### config.mk
export PLATFORM = sky130hd
export DESIGN_NAME = tnn_neuron_driver
export DESIGN_NICKNAME = d
export VERILOG_FILES = /design/src/rtl/tnn_neuron_driver.sv
export SDC_FILE = /design/constraint.sdc
export NUM_CORES = 1
export LEC_CHECK = 0
export CAP_MARGIN = 10
export CELL_PAD_IN_SITES_DETAIL_PLACEMENT = 1
export CELL_PAD_IN_SITES_GLOBAL_PLACEMENT = 1
export CORE_MARGIN = 8
export CORE_UTILIZATION = 39
export CTS_BUF_LIST = sky130_fd_sc_hd__clkbuf_16
export DETAILED_ROUTE_END_ITERATION = 7
export GPL_TIMING_DRIVEN = 0
export HOLD_SLACK_MARGIN = 0.05
export PLACE_DENSITY_LB_ADDON = 0.1
export SLEW_MARGIN = 20
export SYNTH_ARGS = -nofsm -noshare
export SYNTH_HDL_FRONTEND = slang
export SYNTH_SLANG_ARGS = --single-unit
### constraint.sdc
create_clock -name clk -period 4.1 [get_ports clk]
set_input_delay 0.82 -clock clk [delete_from_list [all_inputs] [get_ports clk]]
set_output_delay 0.82 -clock clk [all_outputs]
set_load 0.05 [all_outputs]
### src/rtl/tnn_neuron_driver.sv
// Ternary-neuron front end: accumulates a/b/c saturating counts per frame and returns the comparator decision.
// Optional exact-reference mismatch flag is built when TNN_DRV_EXACT_CHECK_EN is defined.
module tnn_neuron_driver #(
  parameter int N_IN = 6,
  parameter int CW   = 3
) (
  input  logic          clk,
  input  logic          rst,
  input  logic          in_valid,
  output logic          in_ready,
  input  logic          in_x,
  input  logic [1:0]    in_w,
  input  logic          in_last,
  output logic [CW-1:0] cmp_a,
  output logic [CW-1:0] cmp_b,
  output logic [CW-1:0] cmp_c,
  input  logic          cmp_out,
  output logic          out_valid,
  input  logic          out_ready,
  output logic          out_bit,
  output logic          out_sat,
  output logic          out_err
);

  localparam int IW = (N_IN > 1) ? $clog2(N_IN) : 1;
  localparam logic [CW-1:0] CNT_MAX  = {CW{1'b1}};
  localparam logic [IW-1:0] IDX_LAST = IW'(N_IN - 1);

  typedef enum logic [1:0] {
    ACC  = 2'd0,
    EVAL = 2'd1,
    HOLD = 2'd2
  } state_t;

  state_t        state_r, state_s;
  logic [IW-1:0] idx_r;
  logic [CW-1:0] cnt_a_r, cnt_b_r, cnt_c_r;
  logic [CW-1:0] cnt_a_s, cnt_b_s, cnt_c_s;
  logic          sat_r, sat_s;
  logic          bit_r;
  logic          beat_s, clear_s, pos_s, neg_s;
  logic [CW:0]   inc_a_s, inc_b_s, inc_c_s;

  // Returns {at_max, next_value}; the count holds at max instead of wrapping.
  function automatic logic [CW:0] sat_inc(input logic [CW-1:0] v);
    if (v == CNT_MAX) begin
      sat_inc = {1'b1, v};
    end else begin
      sat_inc = {1'b0, v + {{(CW-1){1'b0}}, 1'b1}};
    end
  endfunction

  // Next-state decode and beat/clear qualification.
  always_comb begin
    state_s = state_r;
    beat_s  = 1'b0;
    clear_s = 1'b0;
    case (state_r)
      ACC: begin
        beat_s = in_valid & in_ready;
        if (beat_s && (in_last || (idx_r == IDX_LAST))) begin
          state_s = EVAL;
        end else begin
          state_s = ACC;
        end
      end
      EVAL: state_s = HOLD;
      HOLD: begin
        if (out_ready) begin
          state_s = ACC;
          clear_s = 1'b1;
        end else begin
          state_s = HOLD;
        end
      end
      default: state_s = ACC;
    endcase
  end

  // Saturating counter update for the current beat; reserved weight 2'b10 falls through as zero.
  always_comb begin
    pos_s   = beat_s & in_x & (in_w == 2'b01);
    neg_s   = beat_s & in_x & (in_w == 2'b11);
    inc_a_s = sat_inc(cnt_a_r);
    inc_b_s = sat_inc(cnt_b_r);
    inc_c_s = sat_inc(cnt_c_r);
    cnt_a_s = cnt_a_r;
    cnt_b_s = cnt_b_r;
    cnt_c_s = cnt_c_r;
    sat_s   = sat_r;
    if (pos_s && !idx_r[0]) begin
      cnt_a_s = inc_a_s[CW-1:0];
      sat_s   = sat_r | inc_a_s[CW];
    end else if (pos_s) begin
      cnt_b_s = inc_b_s[CW-1:0];
      sat_s   = sat_r | inc_b_s[CW];
    end else if (neg_s) begin
      cnt_c_s = inc_c_s[CW-1:0];
      sat_s   = sat_r | inc_c_s[CW];
    end else begin
      sat_s   = sat_r;
    end
  end

  // FSM state register.
  always_ff @(posedge clk) begin
    if (rst) state_r <= ACC;
    else     state_r <= state_s;
  end

  // Counters, beat index and sticky saturation flag.
  always_ff @(posedge clk) begin
    if (rst || clear_s) begin
      idx_r   <= {IW{1'b0}};
      cnt_a_r <= {CW{1'b0}};
      cnt_b_r <= {CW{1'b0}};
      cnt_c_r <= {CW{1'b0}};
      sat_r   <= 1'b0;
    end else if (beat_s) begin
      idx_r   <= idx_r + IW'(1);
      cnt_a_r <= cnt_a_s;
      cnt_b_r <= cnt_b_s;
      cnt_c_r <= cnt_c_s;
      sat_r   <= sat_s;
    end
  end

  // Decision capture at the end of EVAL, held until the next evaluation.
  always_ff @(posedge clk) begin
    if (rst)                  bit_r <= 1'b0;
    else if (state_r == EVAL) bit_r <= cmp_out;
  end

`ifdef TNN_DRV_EXACT_CHECK_EN
  logic err_r;

  function automatic logic exact_gt(input logic [CW-1:0] a, input logic [CW-1:0] b,
                                    input logic [CW-1:0] c);
    exact_gt = (({1'b0, a} + {1'b0, b}) > {1'b0, c});
  endfunction

  // Exact-vs-approximate mismatch captured alongside the decision.
  always_ff @(posedge clk) begin
    if (rst)                  err_r <= 1'b0;
    else if (state_r == EVAL) err_r <= exact_gt(cnt_a_r, cnt_b_r, cnt_c_r) ^ cmp_out;
  end

  assign out_err = err_r;
`else
  assign out_err = 1'b0;
`endif

  assign in_ready  = (state_r == ACC) & ~rst;
  assign out_valid = (state_r == HOLD);
  assign out_bit   = bit_r;
  assign out_sat   = sat_r;
  assign cmp_a     = cnt_a_r;
  assign cmp_b     = cnt_b_r;
  assign cmp_c     = cnt_c_r;

endmodule

==> metrics.md, run 1 <==
| Metric | Value |
|---|---|
| Run status | `finished clean` |
| Setup fix buffers added after clock tree synthesis | `0` |
| Time the worst path needs with I/O delays and setup | `3.68 ns` |
| I/O pin cnt | `23` |
| Growth of design area from synthesis to finish | `36.4%` |
| Longest Clk Path Bufs | `2` |
| Post-Route Skew | `0.000439 ns` |
| DIE HEIGHT | `63.8 µm` |
| Placement Rows | `17` |
| Largest net degree at the start of global routing | `11` |
| Antenna violations before repair | `0` |
| Number of setup violations in the final report | `0` |
| Pre-CTS setup slack | `0.438 ns` |
| Vias in the first global route | `794` |
| Final-layout worst hold slack | `0.480 ns` |
| Cell leakage power | `0.000475 µW` |
| Worst max-slew margin expressed relative to the limit | `0.657` |
| Total CTS buffers | `3` |
| Largest voltage drop on the vdd net | `0.253 mV` |
| Number of inserted filler cells in the final layout | `232` |
| CTS-repair resized insts | `0` |
| Count of distinct cell types in the synthesized netlist | `26` |
| Width of the die | `63.8 µm` |
| WL/cell | `16.2 µm` |
| Crit path kind | `in2out` |
| Cell Pwr Density | `337 nW/µm²` |
| Number of H-tree branching levels | `1` |
| Number of buffers inserted by hold repair at cts | `0` |
| Final GP Congestion | `0.713` |
| Sw frac | `0.234` |
| CTS sink count | `16` |
| Total number of vias | `728` |
| Final worst path period share | `0.897` |
| # port buffers | `21` |
| CTS tree | `yes` |
| Worst hold path type | `reg2reg` |
| Number of nets in the finished design | `126` |
| Slew Viols, Final | `0` |
| GRT Overall Usage | `0.116` |
| Area of the core | `2190 µm²` |
| Power share of the clock group | `0.472` |
| Max Cap Viol | `0` |
| Count of inserted antenna diode cells | `0` |
| Setup TNS | `0 ns` |
| Overall overflow remaining after global route | `0` |
| Net switching component of the power | `95.6 µW` |
| Clk Tree Root Cell | `clkbuf_16` |
| Total detailed-routing wirelength | `2200 µm` |
| Mean area per synthesized cell | `10.7 µm²` |
| Fraction of final layout cells with drive strength greater than 1 | `0.111` |
| Clock latency on the worst-skew pair | `0.25 ns` |
| Post-Syn Nets | `100` |
| Clock-pin transition on the worst setup and hold timing paths | `0.05 ns` |
| Final ANT Viol Nets | `0` |
| Final count of hold timing violations | `0` |
| Initial core utilization | `0.406` |
| Final core utilization | `0.554` |
| Sequential fraction of design power | `0.404` |
| Logic gate share of total power | `0.124` |
| Wire length of the first global-routing pass | `3770 µm` |
| DRT iter0 DRCs | `21` |
| HPWL after DPL | `1660 µm` |
| Arrival @ worst endpoint | `2.86 ns` |
| Gate count after technology mapping | `83` |
| Synth warn | `0` |
| Top fanout value on the critical path | `10` |
| Number of vias per cell after detailed routing | `5.35` |
| Number of flip-flops and latches in the synthesized netlist | `16` |
| Worst Slack Setup Final | `0.421 ns` |
| Worst slew pin tran | `0.513 ns` |
| Initial DRT Pass Iterations | `4` |
| Startpoint types | `primary input` |
| Setup crit end kind | `output port` |
| DIE AREA | `4070 µm²` |
| RSZ-0062 raised after global routing | `no` |
| Data required time at the worst endpoint | `3.28 ns` |
| Post-synthesis sequential area ratio | `0.360` |
| Total internal power | `313 µW` |
| # DRC | `0` |
| Mapped cell area | `890 µm²` |
| Highest attainable clock frequency | `0.272 GHz` |
==> cells in the mapped netlist <==
| master | n | area [µm²] |
|---|---|---|
| xnor2_1 | 1 | 8.76 |
| a21oi_1 | 3 | 15.0 |
| nand4_1 | 1 | 6.26 |
| dfxtp_1 | 16 | 320 |
| o2111ai_1 | 1 | 8.76 |
| conb_1 | 1 | 3.75 |
| nand2b_1 | 3 | 18.8 |
| or4b_4 | 1 | 13.8 |
| o21ai_0 | 1 | 5.00 |
| nor2b_1 | 2 | 12.5 |
| nor2_1 | 4 | 15.0 |
| nand3b_1 | 13 | 97.6 |
| nor3_1 | 1 | 5.00 |
| or3_1 | 1 | 6.26 |
| buf_4 | 1 | 7.51 |
| or3b_2 | 1 | 8.76 |
| o22ai_1 | 1 | 6.26 |
| mux2_2 | 3 | 33.8 |
| mux2i_1 | 8 | 80.1 |
| inv_1 | 3 | 11.3 |
| clkbuf_1 | 3 | 11.3 |
| a211oi_1 | 1 | 7.51 |
| nor4b_4 | 2 | 47.6 |
| nor4_4 | 1 | 21.3 |
| and3b_1 | 2 | 17.5 |
| ha_1 | 8 | 100 |
==> layout make-up <==
cell class / instances / area [µm²] / area share
Buffer: 4 / 18.8 / 0.0155
Clock buffer: 3 / 75.1 / 0.0619
Clock inverter: 1 / 3.75 / 0.00309
Inverter: 3 / 11.3 / 0.00928
Multi-Input combinational cell: 60 / 539 / 0.444
Sequential cell: 16 / 320 / 0.264
Tap cell: 28 / 35.0 / 0.0289
Timing Repair Buffer: 21 / 210 / 0.173
==> logic make-up (layout without fill, tap and decap cells) <==
| kind of cell | count (synthesis) | after routing | share of synthesized area |
|---|---|---|---|
| fa+ha+maj | 8 | 8 | 0.113 |
| other cells | 1 | 1 | 0.00422 |
| compound gates | 7 | 7 | 0.0478 |
| xor+xnor | 1 | 1 | 0.00985 |
| mux | 11 | 11 | 0.128 |
| buf+inv | 7 | 32 | 0.0338 |
| simple gates | 32 | 32 | 0.304 |
| flops | 16 | 16 | 0.360 |
==> power by group through the flow <==
| stage | sequential, µW | combinational [µW] | clock (µW) |
|---|---|---|---|
| floorplan | 172 | 27.6 | 0 |
| global placement | 168 | 49.2 | 0 |
| detailed placement | 168 | 50.9 | 0 |
| CTS | 165 | 51.6 | 197 |
| global route | 166 | 54.6 | 209 |
| finish | 165 | 50.8 | 193 |
==> state kept, by name (all words and copies together), names as in the netlist <==
register / flops
cmp_c: 3
out_sat: 1
cmp_a: 3
cmp_b: 3
idx_r: 3
out_bit: 1
state_r: 2
==> path summary, 6_finish.rpt <==
path                         startpoint                     to  slack, ns  cells past startpoint
hold reg to reg    out_sat$_SDFFE_PP0P_   out_sat$_SDFFE_PP0P_       0.48                      2
setup / recovery                    rst               in_ready       0.42                      5
setup reg to reg  state_r[1]$_SDFF_PP0_  cmp_b[0]$_SDFFE_PP0P_       2.39                      3
hold / removal     out_sat$_SDFFE_PP0P_   out_sat$_SDFFE_PP0P_       0.48                      2
==> cell usage in the layout (no fill, tap or decap), drive strengths merged, types with 3 or more instances in the layout <==
cell type,netlist,layout
ha,8,8
inv,3,3
mux2i,8,8
dfxtp,16,16
nor2,4,4
clkdlybuf4s50,0,21
mux2,3,3
clkbuf,3,6
a21oi,3,3
nand3b,13,13
nand2b,3,3
==> per-stage QoR <==
step	cell area [µm²]	cells	total power (µW)
floorplan	890	83	200
finish	1210	136	409
global placement	1130	132	217
detailed placement	1130	132	219
CTS	1210	136	414
global route	1210	136	429
==> critical path, stage by stage <==
cell and delay [ns]:
clkdlybuf4s50_1 0.49, clkbuf_1 0.37, clkbuf_1 0.38, nor3_1 0.08, clkdlybuf4s50_1 0.71
==> routing by layer <==
metal  vias up  GRT usage  share of wire
met4         0     0.0501          0.016
li1        351          -              -
met1       355      0.125           0.43
met2        17      0.196           0.49
met3         5     0.0488          0.059
met5         -          0              0
(Power assumes the default switching activity.)
==> run 2, diff against run 1 <==
Settings changed: REMOVE_ABC_BUFFERS from default to 1.
==> run 2 against run 1 <==
Core utilization fell by 1.0 points; worst setup slack improved by 0.21 ns; sequential power barely moved; die area did not move; worst hold slack got worse by 0.011 ns; combinational power fell by 4.7%; count of clock-buffer cells in the layout did not move; clock power fell by 5%; cell count fell by 3.7%; wire length fell by 10%; global-route usage fell by 1.4 points; via count fell by 5.2%.
==> metrics.md, run 2 (synthesized netlist as in run 1, its figures left out) <==
| Metric | Value |
|---|---|
| Run status | `finished clean` |
| CTS sink count | `16 (unchanged)` |
| Final worst path period share | `0.847 (-0.0501)` |
| Wire length of the first global-routing pass | `3420 µm (-9.2%)` |
| Number of buffers inserted by hold repair at cts | `0 (unchanged)` |
| Logic gate share of total power | `0.122 (-0.002)` |
| Sequential fraction of design power | `0.416 (+0.012)` |
| Setup crit end kind | `output port` |
| Cell leakage power | `0.000464 µW (-2.2%)` |
| Setup fix buffers added after clock tree synthesis | `0 (unchanged)` |
| Min-Delay Path Depth | `2 (unchanged)` |
| # DRC | `0 (unchanged)` |
| Max Cap Viol | `0 (unchanged)` |
| Time the worst path needs with I/O delays and setup | `3.47 ns (-0.205 ns)` |
| CTS tree | `yes` |
| Final GP Congestion | `0.668 (-6.3%)` |
| Initial core utilization | `0.406 (unchanged)` |
| Total Power Consumption | `397 µW (-2.9%)` |
| Vias in the first global route | `782 (-1.5%)` |
| End of the worst register-to-register path | `cmp_b[2]$_SDFFE_PP0P_` |
| Number of vias per cell after detailed routing | `5.27 (-1.6%)` |
| Cell Pwr Density | `333 nW/µm² (-1.0%)` |
| Slew Viols, Final | `0 (unchanged)` |
| Depth of the worst register-to-register path | `3 (unchanged)` |
| Total detailed-routing wirelength | `1970 µm (-10%)` |
| Placement Rows | `17 (unchanged)` |
| Arrival @ worst endpoint | `2.65 ns (-0.21 ns)` |
| Total CTS buffers | `3 (unchanged)` |
| Crit path kind | `in2out` |
| RSZ-0062 raised after global routing | `no` |
| Worst hold path type | `reg2reg` |
| Data required time at the worst endpoint | `3.28 ns (about the same)` |
| Count of inserted antenna diode cells | `0 (unchanged)` |
| Startpoint of the lowest-slack register-to-register path | `state_r[1]$_SDFF_PP0_` |
| Width of the die | `63.8 µm (unchanged)` |
| Number of nets in the finished design | `122 (-3.2%)` |
| DIE HEIGHT | `63.8 µm (unchanged)` |
| Hold EP | `out_sat$_SDFFE_PP0P_` |
| # port buffers | `21 (unchanged)` |
| Setup TNS | `0 ns (unchanged)` |
| Register-to-Register Setup Slack | `2.39 ns (about the same)` |
| Power share of the clock group | `0.462 (-0.010)` |
| WL/cell | `15.1 µm (-6.8%)` |
| Antenna violations before repair | `0 (unchanged)` |
| CTS-repair resized insts | `0 (unchanged)` |
| Hold path startpoint | `out_sat$_SDFFE_PP0P_` |
| Largest net degree at the start of global routing | `21 (+10)` |
| Clock-pin transition on the worst setup and hold timing paths | `0.05 ns (about the same)` |
| Clock latency on the worst-skew pair | `0.24 ns (about the same)` |
| Net switching component of the power | `86.9 µW (-9.2%)` |
| Number of H-tree branching levels | `1 (unchanged)` |
| Area of the core | `2190 µm² (unchanged)` |
| Overall overflow remaining after global route | `0 (unchanged)` |
| HPWL after DPL | `1480 µm (-11%)` |
| Largest voltage drop on the vdd net | `0.267 mV (+5.8%)` |
| Total internal power | `310 µW (-0.94%)` |
| Final ANT Viol Nets | `0 (unchanged)` |
| Worst slew pin tran | `0.623 ns (+0.110 ns)` |
| I/O pin cnt | `23 (unchanged)` |
| Most common cell after layout, fill and taps aside | `clkdlybuf4s50_1` |
| Number of setup violations in the final report | `0 (unchanged)` |
| Clk Tree Root Cell | `clkbuf_16` |
| Worst max-slew margin expressed relative to the limit | `0.583 (-0.0737)` |
| DRT iter0 DRCs | `29 (+38%)` |
| Post-Route Skew | `0.00108 ns (+0.000645 ns)` |
| Final-layout worst hold slack | `0.469 ns (-0.0111 ns)` |
| Longest Clk Path Bufs | `2 (unchanged)` |
| Highest attainable clock frequency | `0.288 GHz (+5.9%)` |
| Initial DRT Pass Iterations | `2 (-2)` |
| DIE AREA | `4070 µm² (unchanged)` |
| Growth of design area from synthesis to finish | `33.9%` |
| GRT Overall Usage | `0.103 (-0.0137)` |
| Total number of vias | `690 (-5.2%)` |
| Startpoint types | `primary input` |
| Final count of hold timing violations | `0 (unchanged)` |
| Top fanout value on the critical path | `20 (+10)` |
| Fraction of final layout cells with drive strength greater than 1 | `0.107 (-0.00431)` |
| Most frequent cells in the layout | `clkdlybuf4s50_1, dfxtp_1, nand3b_1` |
| Sw frac | `0.219 (-0.0152)` |
-- run 2: cell types whose count changed in the layout (fill, tap and decap cells not counted) --
cell,before,now
clkbuf_1,3,0
clkinv_1,1,0
buf_4,1,0
-- run 2: metrics by stage --
| step | std cells | cell area [µm²] | util | setup WS [ns] |
|---|---|---|---|---|
| after floorplan | 79 | 871 | - | 1.42 |
| after global placement | 128 | 1120 | 0.509 | 0.620 |
| after detailed placement | 128 | 1120 | 0.509 | 0.612 |
| after CTS | 131 | 1190 | 0.544 | 0.621 |
| after global routing | 131 | 1190 | 0.544 | 0.466 |
| final | 131 | 1190 | 0.544 | 0.626 |
-- run 2: worst max path at each step --
stage | to | depth (start not counted) | start | slack (ns)
3_5_place_dp | in_ready | 3 | rst | 0.61
5_1_grt | in_ready | 3 | rst | 0.47
3_3_place_gp | in_ready | 3 | rst | 0.62
2_1_floorplan | in_ready | 1 | rst | 1.42
6_report | in_ready | 3 | rst | 0.63
4_1_cts | in_ready | 3 | rst | 0.62
-- run 2: routing by layer --
layer | vias up | part of all wire | track usage
li1 | 342 | - | -
met1 | 328 | 0.41 | 0.0988
met2 | 16 | 0.50 | 0.186
met3 | 4 | 0.075 | 0.0523
met4 | 0 | 0.012 | 0.0334
met5 | - | 0 | 0
-- run 2: cell type report --
type                       instances  area [µm²]
inverter                           3        11.3
fill                             240        1000
clock buffer                       3        75.1
tap                               28        35.0
multi-input combinational         60         539
sequential                        16         320
timing repair buffer              21         210
-- run 2: power groups by stage --
stage          sequential (µW)  clock, µW  combinational (µW)
6_report                   165        183                48.4
2_1_floorplan              172          0                24.8
4_1_cts                    165        193                49.2
3_3_place_gp               168          0                47.3
3_5_place_dp               168          0                48.7
5_1_grt                    166        198                52.2
-- run 2: worst max-delay path, stage by stage --
cell and delay [ns]:
clkdlybuf4s50_1 0.73, nor3_1 0.26, clkdlybuf4s50_1 0.84
